## config.mk

```make
export PLATFORM = sky130hd
export DESIGN_NAME = rob_ctrl
export DESIGN_NICKNAME = d
export VERILOG_FILES = /design/src/rtl/rob_pkg.sv /design/src/rtl/rob_idx_dec.sv /design/src/rtl/rob_ctrl.sv
export SDC_FILE = /design/constraint.sdc
export NUM_CORES = 1
export LEC_CHECK = 0
export CORE_UTILIZATION = 46
export CTS_CLUSTER_SIZE = 28
export DETAILED_ROUTE_END_ITERATION = 12
export PLACE_DENSITY = 0.92
export SYNTH_ARGS = -nofsm -noshare
export SYNTH_HDL_FRONTEND = slang
export SYNTH_SLANG_ARGS = --single-unit
```

## constraint.sdc

```tcl
create_clock -name clock -period 7.6 [get_ports clock]
set_clock_uncertainty 0.2 [all_clocks]
set_input_delay 1.14 -clock clock [delete_from_list [all_inputs] [get_ports clock]]
set_output_delay 1.14 -clock clock [all_outputs]
set_load 0.01 [all_outputs]
```

## src/rtl/rob_pkg.sv

```systemverilog
// Shared reorder-buffer definitions: sizing constants, the {wrap, idx} pointer type
// and pointer arithmetic.
package rob_pkg;

    localparam int ROB_DEPTH = 64;
    localparam int ROB_IDX_W = $clog2(ROB_DEPTH);

    typedef struct packed {
        logic                 wrap;
        logic [ROB_IDX_W-1:0] idx;
    } rob_ptr_t;

    // Adds n to a pointer whose live width is idx_w+1 bits. Bits above the live wrap bit
    // are cleared, so instances with DEPTH <= ROB_DEPTH can share this type. The carry
    // out of the index field toggles the wrap bit.
    function automatic rob_ptr_t rob_ptr_add(input rob_ptr_t ptr, input logic [1:0] n,
                                             input int idx_w);
        logic [ROB_IDX_W:0] sum;
        logic [ROB_IDX_W:0] mask;
        sum  = ptr + {{(ROB_IDX_W-1){1'b0}}, n};
        mask = {(ROB_IDX_W+1){1'b1}} >> (ROB_IDX_W - idx_w);
        return rob_ptr_t'(sum & mask);
    endfunction

endpackage

```

## src/rtl/rob_idx_dec.sv

```systemverilog
// Index-to-one-hot decoder with enable, used to build the per-entry strobe vectors.
module rob_idx_dec #(
    parameter int DEPTH = 64,
    parameter int IDX_W = $clog2(DEPTH)
) (
    input  logic             en,
    input  logic [IDX_W-1:0] idx,
    output logic [DEPTH-1:0] onehot
);

    always_comb begin
        onehot = '0;
        if (en) onehot[idx] = 1'b1;
    end

endmodule

```

## src/rtl/rob_ctrl.sv

```systemverilog
// Reorder-buffer head/tail controller. Allocates and retires up to two entries per
// cycle, tracks occupancy, and applies flush.
module rob_ctrl
    import rob_pkg::*;
#(
    parameter int DEPTH = ROB_DEPTH,
    parameter int IDX_W = $clog2(DEPTH)
) (
    input  logic             clock,
    input  logic             reset,
    input  logic [1:0]       enq_req,
    output logic             enq_ready,
    output logic [IDX_W-1:0] enq_idx0,
    output logic [IDX_W-1:0] enq_idx1,
    output logic [DEPTH-1:0] entry_enq,
    input  logic [DEPTH-1:0] entry_deq,
    input  logic             commit_stall,
    output logic [DEPTH-1:0] commit,
    output logic [1:0]       commit_valid,
    output logic [IDX_W-1:0] commit_idx0,
    output logic [IDX_W-1:0] commit_idx1,
    input  logic             flush,
    output logic [IDX_W:0]   head_ptr,
    output logic [IDX_W:0]   tail_ptr,
    output logic [IDX_W:0]   count,
    output logic             empty,
    output logic             full
);

    localparam logic [IDX_W:0] CNT_DEPTH = (IDX_W+1)'(DEPTH);
    localparam logic [IDX_W:0] CNT_MAX2  = (IDX_W+1)'(DEPTH - 2);
    localparam logic [IDX_W:0] CNT_ONE   = (IDX_W+1)'(1);

    // The package pointer type is sized for ROB_DEPTH. This local DEPTH must not exceed it.
    function automatic logic [IDX_W:0] ptr_add(input logic [IDX_W:0] p, input logic [1:0] n);
        rob_ptr_t w;
        w          = '0;
        w[IDX_W:0] = p;
        w          = rob_ptr_add(w, n, IDX_W);
        return w[IDX_W:0];
    endfunction

    logic [1:0]       enq_fire;
    logic [1:0]       n_enq;
    logic [1:0]       n_cmt;
    logic [DEPTH-1:0] enq_oh0, enq_oh1, cmt_oh0, cmt_oh1;

    assign enq_ready = (count <= CNT_MAX2) & ~flush;
    assign enq_idx0  = tail_ptr[IDX_W-1:0];
    assign enq_idx1  = enq_idx0 + IDX_W'(1);

    // enq_req == 2'b10 is illegal, so slot 1 only fires alongside slot 0.
    assign enq_fire[0] = enq_ready & enq_req[0];
    assign enq_fire[1] = enq_ready & enq_req[0] & enq_req[1];

    assign commit_idx0     = head_ptr[IDX_W-1:0];
    assign commit_idx1     = commit_idx0 + IDX_W'(1);
    assign commit_valid[0] = ~flush & ~commit_stall & (count != '0) & entry_deq[commit_idx0];
    assign commit_valid[1] = commit_valid[0] & (count > CNT_ONE) & entry_deq[commit_idx1];

    assign n_enq = 2'(enq_fire[0]) + 2'(enq_fire[1]);
    assign n_cmt = 2'(commit_valid[0]) + 2'(commit_valid[1]);

    rob_idx_dec #(.DEPTH(DEPTH), .IDX_W(IDX_W)) u_enq_dec0 (
        .en(enq_fire[0]), .idx(enq_idx0), .onehot(enq_oh0));
    rob_idx_dec #(.DEPTH(DEPTH), .IDX_W(IDX_W)) u_enq_dec1 (
        .en(enq_fire[1]), .idx(enq_idx1), .onehot(enq_oh1));
    rob_idx_dec #(.DEPTH(DEPTH), .IDX_W(IDX_W)) u_cmt_dec0 (
        .en(commit_valid[0]), .idx(commit_idx0), .onehot(cmt_oh0));
    rob_idx_dec #(.DEPTH(DEPTH), .IDX_W(IDX_W)) u_cmt_dec1 (
        .en(commit_valid[1]), .idx(commit_idx1), .onehot(cmt_oh1));

    assign entry_enq = enq_oh0 | enq_oh1;
    assign commit    = cmt_oh0 | cmt_oh1;
    assign empty     = (count == '0);
    assign full      = (count == CNT_DEPTH);

    always_ff @(posedge clock or posedge reset) begin
        if (reset) begin
            head_ptr <= '0;
            tail_ptr <= '0;
            count    <= '0;
        end else if (flush) begin
            head_ptr <= '0;
            tail_ptr <= '0;
            count    <= '0;
        end else begin
            head_ptr <= ptr_add(head_ptr, n_cmt);
            tail_ptr <= ptr_add(tail_ptr, n_enq);
            count    <= count + (IDX_W+1)'(n_enq) - (IDX_W+1)'(n_cmt);
        end
    end

endmodule

```

# Word level (Yosys, flattened, before mapping)
# Index checks and enable logic that the tools add are counted.
dict set report classes {
  addsub 8
  magnitude_cmp 10
  eq_ne 1
  n_mux 19
  bitwise 12
  reduce_logical 6
}
# cell count
set ops {}
lappend ops {{two-way mux 64 bit} 4}
lappend ops {{OR 64 bit} 2}
lappend ops {{< comparator 6 x 7 -> 1 bit, second input constant} 4}
lappend ops {{demux 1 bit (select 6 bit)} 4}
lappend ops {{>= comparator 6 x 1 -> 1 bit, second input constant} 4}
lappend ops {{adder 7 x 2 -> 7 bit} 3}
lappend ops {{two-way mux 7 bit} 3}
lappend ops {{adder 6 x 1 -> 6 bit, second input constant} 2}
lappend ops {{binary-select mux 1 bit (select 6 bit)} 2}
lappend ops {{AND 1 bit} 8}
lappend ops {{== test 7 bit, second input constant} 1}
lappend ops {{greater-than comparator 7 x 1 -> 1 bit, second input constant} 1}
lappend ops {{<= comparator 7 x 6 -> 1 bit, second input constant} 1}
lappend ops {{logical NOT 7 bit} 1}
lappend ops {{nonzero test 7 bit} 1}
lappend ops {{subtractor 7 x 2 -> 7 bit} 1}
lappend ops {{two-way mux 1 bit} 6}
lappend ops {{adder 1 x 1 -> 2 bit} 2}
lappend ops {{logical AND 1 bit} 4}
lappend ops {{NOT 1 bit} 2}
dict set report word_totals {
  reg_bits 21
  wordCells 59
}

# Logic depth before layout (Yosys ltp)
dict set report depth {
  ltp_word 9
  mapped_depth 24
  depth_no_buf 21
}

# Hierarchy
# From an unflattened synthesis, not the netlist that was laid out.
dict set report unflattened {
  hier_cells 772
  hier_area_um2 5642.9
}
# mod instances cells_each area_per_inst_um2 seq_area_each_um2
set by_module_without_submodules {}
lappend by_module_without_submodules {rob_ctrl 1 374 3504.6 525.5}
lappend by_module_without_submodules {{rob_idx_dec at u_cmt_dec0 ...} 3 99 524.3 0.0}
lappend by_module_without_submodules {{rob_idx_dec at u_enq_dec1} 1 101 565.5 0.0}

# Worst setup path before layout
# No wires, ideal clock.
dict set report synth_path {
  path_kind {input to register}
  startpoint {input entry_deq[30]}
  endpoint {register count[6]}
  arrival_ps 4492
  setup_slack_ps 2776
  stages 20
  n_path_buf 1
  path_cell_list {mux2i_1 -> mux4_1 -> a211oi_1 -> a311oi_1 -> a211oi_4 -> nor2_4 -> buf_6 -> nor3_2 -> ha_1 -> ha_1 -> inv_1 -> ha_1 -> fa_1 -> a21oi_1 -> o21bai_1 -> a21oi_1 -> nor2_1 -> nor2_1 -> xnor2_1 -> nor2_1}
}
dict set report synth_via {
  elab_chain_len 8
  word_cells_on_any_way 10
  classes_between {add/sub: 2; mux: 5; bitwise: 3}
}
# item line_no
set synth_rtl {}
lappend synth_rtl {{from (decl)} rob_ctrl.sv:16} ;# input logic [DEPTH-1:0] entry_deq,
lappend synth_rtl {{binary-select mux 1 bit (select 6 bit)} rob_ctrl.sv:58} ;# assign commit_valid[0] = ~flush & ~commit_stall & (count != '0) & entry_deq[commit_idx0];
lappend synth_rtl {{two-way mux 1 bit (not written as such)} rob_ctrl.sv:58}
lappend synth_rtl {{AND 1 bit} rob_ctrl.sv:58}
lappend synth_rtl {{AND 1 bit} rob_ctrl.sv:59} ;# assign commit_valid[1] = commit_valid[0] & (count > CNT_ONE) & entry_deq[commit_idx1];
lappend synth_rtl {{AND 1 bit *} rob_ctrl.sv:59}
lappend synth_rtl {{via u_cmt_dec1.en} rob_idx_dec.sv:6} ;# input logic en,
lappend synth_rtl {{adder 1 x 1 -> 2 bit *} rob_ctrl.sv:62} ;# assign n_cmt = 2'(commit_valid[0]) + 2'(commit_valid[1]);
lappend synth_rtl {{subtractor 7 x 2 -> 7 bit *} rob_ctrl.sv:90} ;# count <= count + (IDX_W+1)'(n_enq) - (IDX_W+1)'(n_cmt);
lappend synth_rtl {{two-way mux 7 bit *} rob_ctrl.sv:83} ;# end else if (flush) begin
lappend synth_rtl {{to (signal assigned)} rob_ctrl.sv:90}
lappend synth_rtl {{to (decl)} rob_ctrl.sv:25} ;# output logic [IDX_W:0] count,
# The timed path passes the listed nets; every way through them passes the cells marked *. The select of a mux whose other input is x is not followed.

# Final worst setup path
dict set report layout_path {
  startpoint {input entry_deq[51]}
  endpoint {output commit[38]}
}
dict set report layout_via {
  elab_chain_len 7
  word_cells_on_any_way 10
  classes_between {mux: 6; bitwise: 4}
}
# item line_no
set layout_rtl {}
lappend layout_rtl {{binary-select mux 1 bit (select 6 bit)} rob_ctrl.sv:58}
lappend layout_rtl {{two-way mux 1 bit (not written as such)} rob_ctrl.sv:58}
lappend layout_rtl {{AND 1 bit} rob_ctrl.sv:58}
lappend layout_rtl {{AND 1 bit (2 in a row)} rob_ctrl.sv:59}
lappend layout_rtl {{two-way mux 64 bit} rob_idx_dec.sv:13} ;# if (en) onehot[idx] = 1'b1;
lappend layout_rtl {{OR 64 bit *} rob_ctrl.sv:74} ;# assign commit = cmt_oh0 | cmt_oh1;
lappend layout_rtl {{to (decl)} rob_ctrl.sv:18} ;# output logic [DEPTH-1:0] commit,
# Every way passes the cells marked *; elsewhere a longest branch is shown, timed or not. The select of a mux whose other input is x is not followed.

==> flow_summary_export.csv <==
group,metric,value,unit
run_status,status,"finished clean",
synthesis,yosysSeqAreaShare,10.45,%
drt,ant_nets,0,
clock_network,cts_max_level,1,
final_layout,fillerInstances,874,
power_and_ir_drop,power_density,135.2,nW/um^2
drt,via_per_inst,6.681,
worst_setup_path,rr_endpoint,"count[5]",
hold_path,whs_path_depth,2,
final_layout,layout-drive-gt1-share,4.789,%
floorplan,die_area,11360,um^2
synthesis,ys_seq_elements,21,
timing,worst_pin_slew,0.9883,ns
synthesis,synth_flop_cell,"dfrtp_1",
floorplan,rows,37,
synthesis,yosys.cell_types.count,68,
floorplan,start_util,48.09,%
clock_network,clk_pin_slew,0.08,ns
synthesis,yosys_warnings,0,
clock_network,clock_path_buffers,2,
drt,drtIter0Drc,947,
placed_design,port_buffers,247,
clock_network,clock-sinks,21,
synthesis,netlist_area,5031,um^2
final_layout,final_util,70.17,%
synthesis,synth-edff-count,0,
job,drv_cap,0,
floorplan,die_w,106.6,um
drt,routed_wl,20640,um
final_layout,final_cells,1013,
drt,post_drt_wl_per_cell,20.38,um
hold_path,hold_path.class,"register to register",
final_layout,nets,975,
worst_setup_path,crit_fanout,55,
synthesis,synth.top_cell.area_share,10.45,%
clock_network,cts_hold_buf,0,
synthesis,yosys-top-cells-area,"dfrtp_1 (10%), o22ai_1 (9.1%), o32ai_1 (7.5%)",
timing,period_needed,6.246,ns
worst_setup_path,timing.rr.start,"head_ptr[0]",
final_layout,regArea,528.0,um^2
power_and_ir_drop,pwr-share-comb,75.0,%
power_and_ir_drop,power.switching,0.5096,mW
worst_setup_path,path_class,"input pin to primary output",
global_routing,antenna_found_initial,0,
placed_design,routabilityCongestion,1.019,
power_and_ir_drop,p_clk_share,7.3,%
timing,setup_viol,0,
clock_network,worstSkewPairLatency,0.26,ns
power_and_ir_drop,switching_share,51.33,%
global_routing,grt-ovfl-total,0,
worst_setup_path,startpoint_type,"input pin",
synthesis,syn-instance-count,691,
global_routing,grt_max_degree,56,
clock_network,cts_buffers,3,
timing,fmax,160.1,MHz
floorplan,num_io_pins,248,
hold_path,min_from,"tail_ptr[6]",
power_and_ir_drop,p_seq_share,17.7,%
clock_network,cts_tree,"done",
global_routing,grt_pass1_wl,30950,um
timing,post-route-worst-setup-slack,1.354,ns
drt,vias,6768,
synthesis,async_flop_share,100.0,%
timing,max_slew_margin,34.11,%
synthesis,yosysTopAreaCell,"dfrtp_1",
placed_design,hpwl,15400,um
timing,hold_viol_final,0,
worst_setup_path,crit_arrival,4.91,ns
final_layout,antennaDiodeCount,0,
timing,finalSetupTns,0,ns
worst_setup_path,r2r.worst_path.cells,19,
final_layout,multi_input_area,3986,um^2
timing,rsz0062_at_grt,"false",
power_and_ir_drop,max-vdd-ir-drop,112.0,uV
floorplan,die_y,106.6,um
placed_design,post-place-ws,1.461,ns
final_layout,area_growth,45.93,%
timing,min_period_over_period,82.19,%
synthesis,avgSynthCellArea,7.281,um^2
global_routing,grt_use_total,33.64,%
power_and_ir_drop,p_int,0.4832,mW
clock_network,cts_resized,0,
synthesis,syn_nets,788,
drt,drt_pre_antenna_iters,6,
timing,maxSlewViolCount,0,
drt,drc_errors,0,
hold_path,min_to,"tail_ptr[6]",
clock_network,post_cts_buffers,0,
worst_setup_path,end_kind,"primary output",
floorplan,core_area,10460,um^2
power_and_ir_drop,p_leak,2.317,nW
worst_setup_path,reg2reg_slack,1.62,ns
worst_setup_path,worstPathRequired,6.26,ns
global_routing,grt_pass1_vias,6017,
clock_network,cts-root-buf,"clkbuf_8",
placed_design,dp_cells,1009,
## state kept, by name, indices dropped and copies added (netlist names)
name and cells:
count 7, tail_ptr 7, head_ptr 7
## routing by layer
layer / global-route usage, % / routed length, um
met1: 44.09 / 7890
met2: 53.41 / 9414
met3: 5.167 / 2234
met4: 17.22 / 1102
met5: 0 / 0
## layout make-up
class | instances | area share (%)
clock buffer | 3 | 0.5624
clock inverter | 1 | 0.06817
inverter | 27 | 1.380
multi-input combinational | 573 | 54.29
sequential | 21 | 7.192
tap | 136 | 2.318
timing repair buffer | 252 | 34.19
## critical path: stages
cell and delay, ns:
clkdlybuf4s50_1 0.49, mux2i_1 0.08, mux4_2 0.51, o22ai_1 0.20, nor4_1 0.10, nand3_2 0.08, buf_4 0.44, nand2_4 0.37
inv_2 0.43, o2111ai_1 0.24, o32ai_1 0.19, clkdlybuf4s50_1 0.59
## power groups by stage
stage / registers [mW] / clock network [mW] / logic (mW)
floorplan: 0.163 / 0 / 0.536
global placement: 0.176 / 0 / 0.708
detailed placement: 0.177 / 0 / 0.721
CTS: 0.175 / 0.0749 / 0.728
global route: 0.181 / 0.0781 / 0.800
finish: 0.176 / 0.0722 / 0.745
## synth_stat cells (16+ instances only)
cell	instances
buf_4	19
clkbuf_1	23
dfrtp_1	21
ha_1	23
inv_1	22
mux2i_1	28
nand2_1	48
nand3_1	72
nor2_1	68
nor2b_1	20
o22ai_1	73
o32ai_1	43
xnor2_1	16
## cells by family after synthesis
logic type / synth area share, %
and+or+nand+nor: 28.95
AOI/OAI and AO/OA: 28.25
buffers and inverters: 10.32
muxes: 10.87
adders and majority gates: 7.312
DFF: 10.45
xor gates and xnor gates: 3.855
## per-stage QoR
step | instance area (um^2) | total power, mW | hold slack [ns]
detailed placement | 7296 | 0.8985 | 0.3390
finish | 7342 | 0.9928 | 0.3599
global placement | 7296 | 0.8846 | 0.3330
global route | 7342 | 1.058 | 0.3770
floorplan | 5031 | 0.6983 | 0.3721
CTS | 7342 | 0.9781 | 0.3587
## layout by cell type, fill, tap and decap left out, drive strengths merged, types with 4 or more instances in the layout
master         count
a221oi             6
and3               5
clkdlybuf4s50    247
mux2               5
a31oi              6
dfrtp             21
nor2b             20
a211oi             5
fa                 4
nand3b            11
ha                23
nor2              69
mux2i             28
a21oi              9
o21ai             26
nand3             74
o32ai             43
o22ai             75
nor3b              7
buf                5
or3                9
inv               25
nand4              6
nor3              13
o2111ai            7
nand2             49
mux4               9
xnor2             17
nand2b             8
## worst max-delay path by stage
stage / slack, ns / endpoint / start / cells past startpoint
finish: 1.35 / commit[38] / entry_deq[51] / 12
global route: 1.18 / commit[13] / entry_deq[51] / 12
CTS: 1.45 / commit[13] / entry_deq[51] / 12
detailed placement: 1.46 / count[6] / entry_deq[51] / 21
global placement: 1.52 / commit[13] / entry_deq[51] / 12
floorplan: 2.78 / count[6] / entry_deq[30] / 20
(Power assumes the default switching activity.)
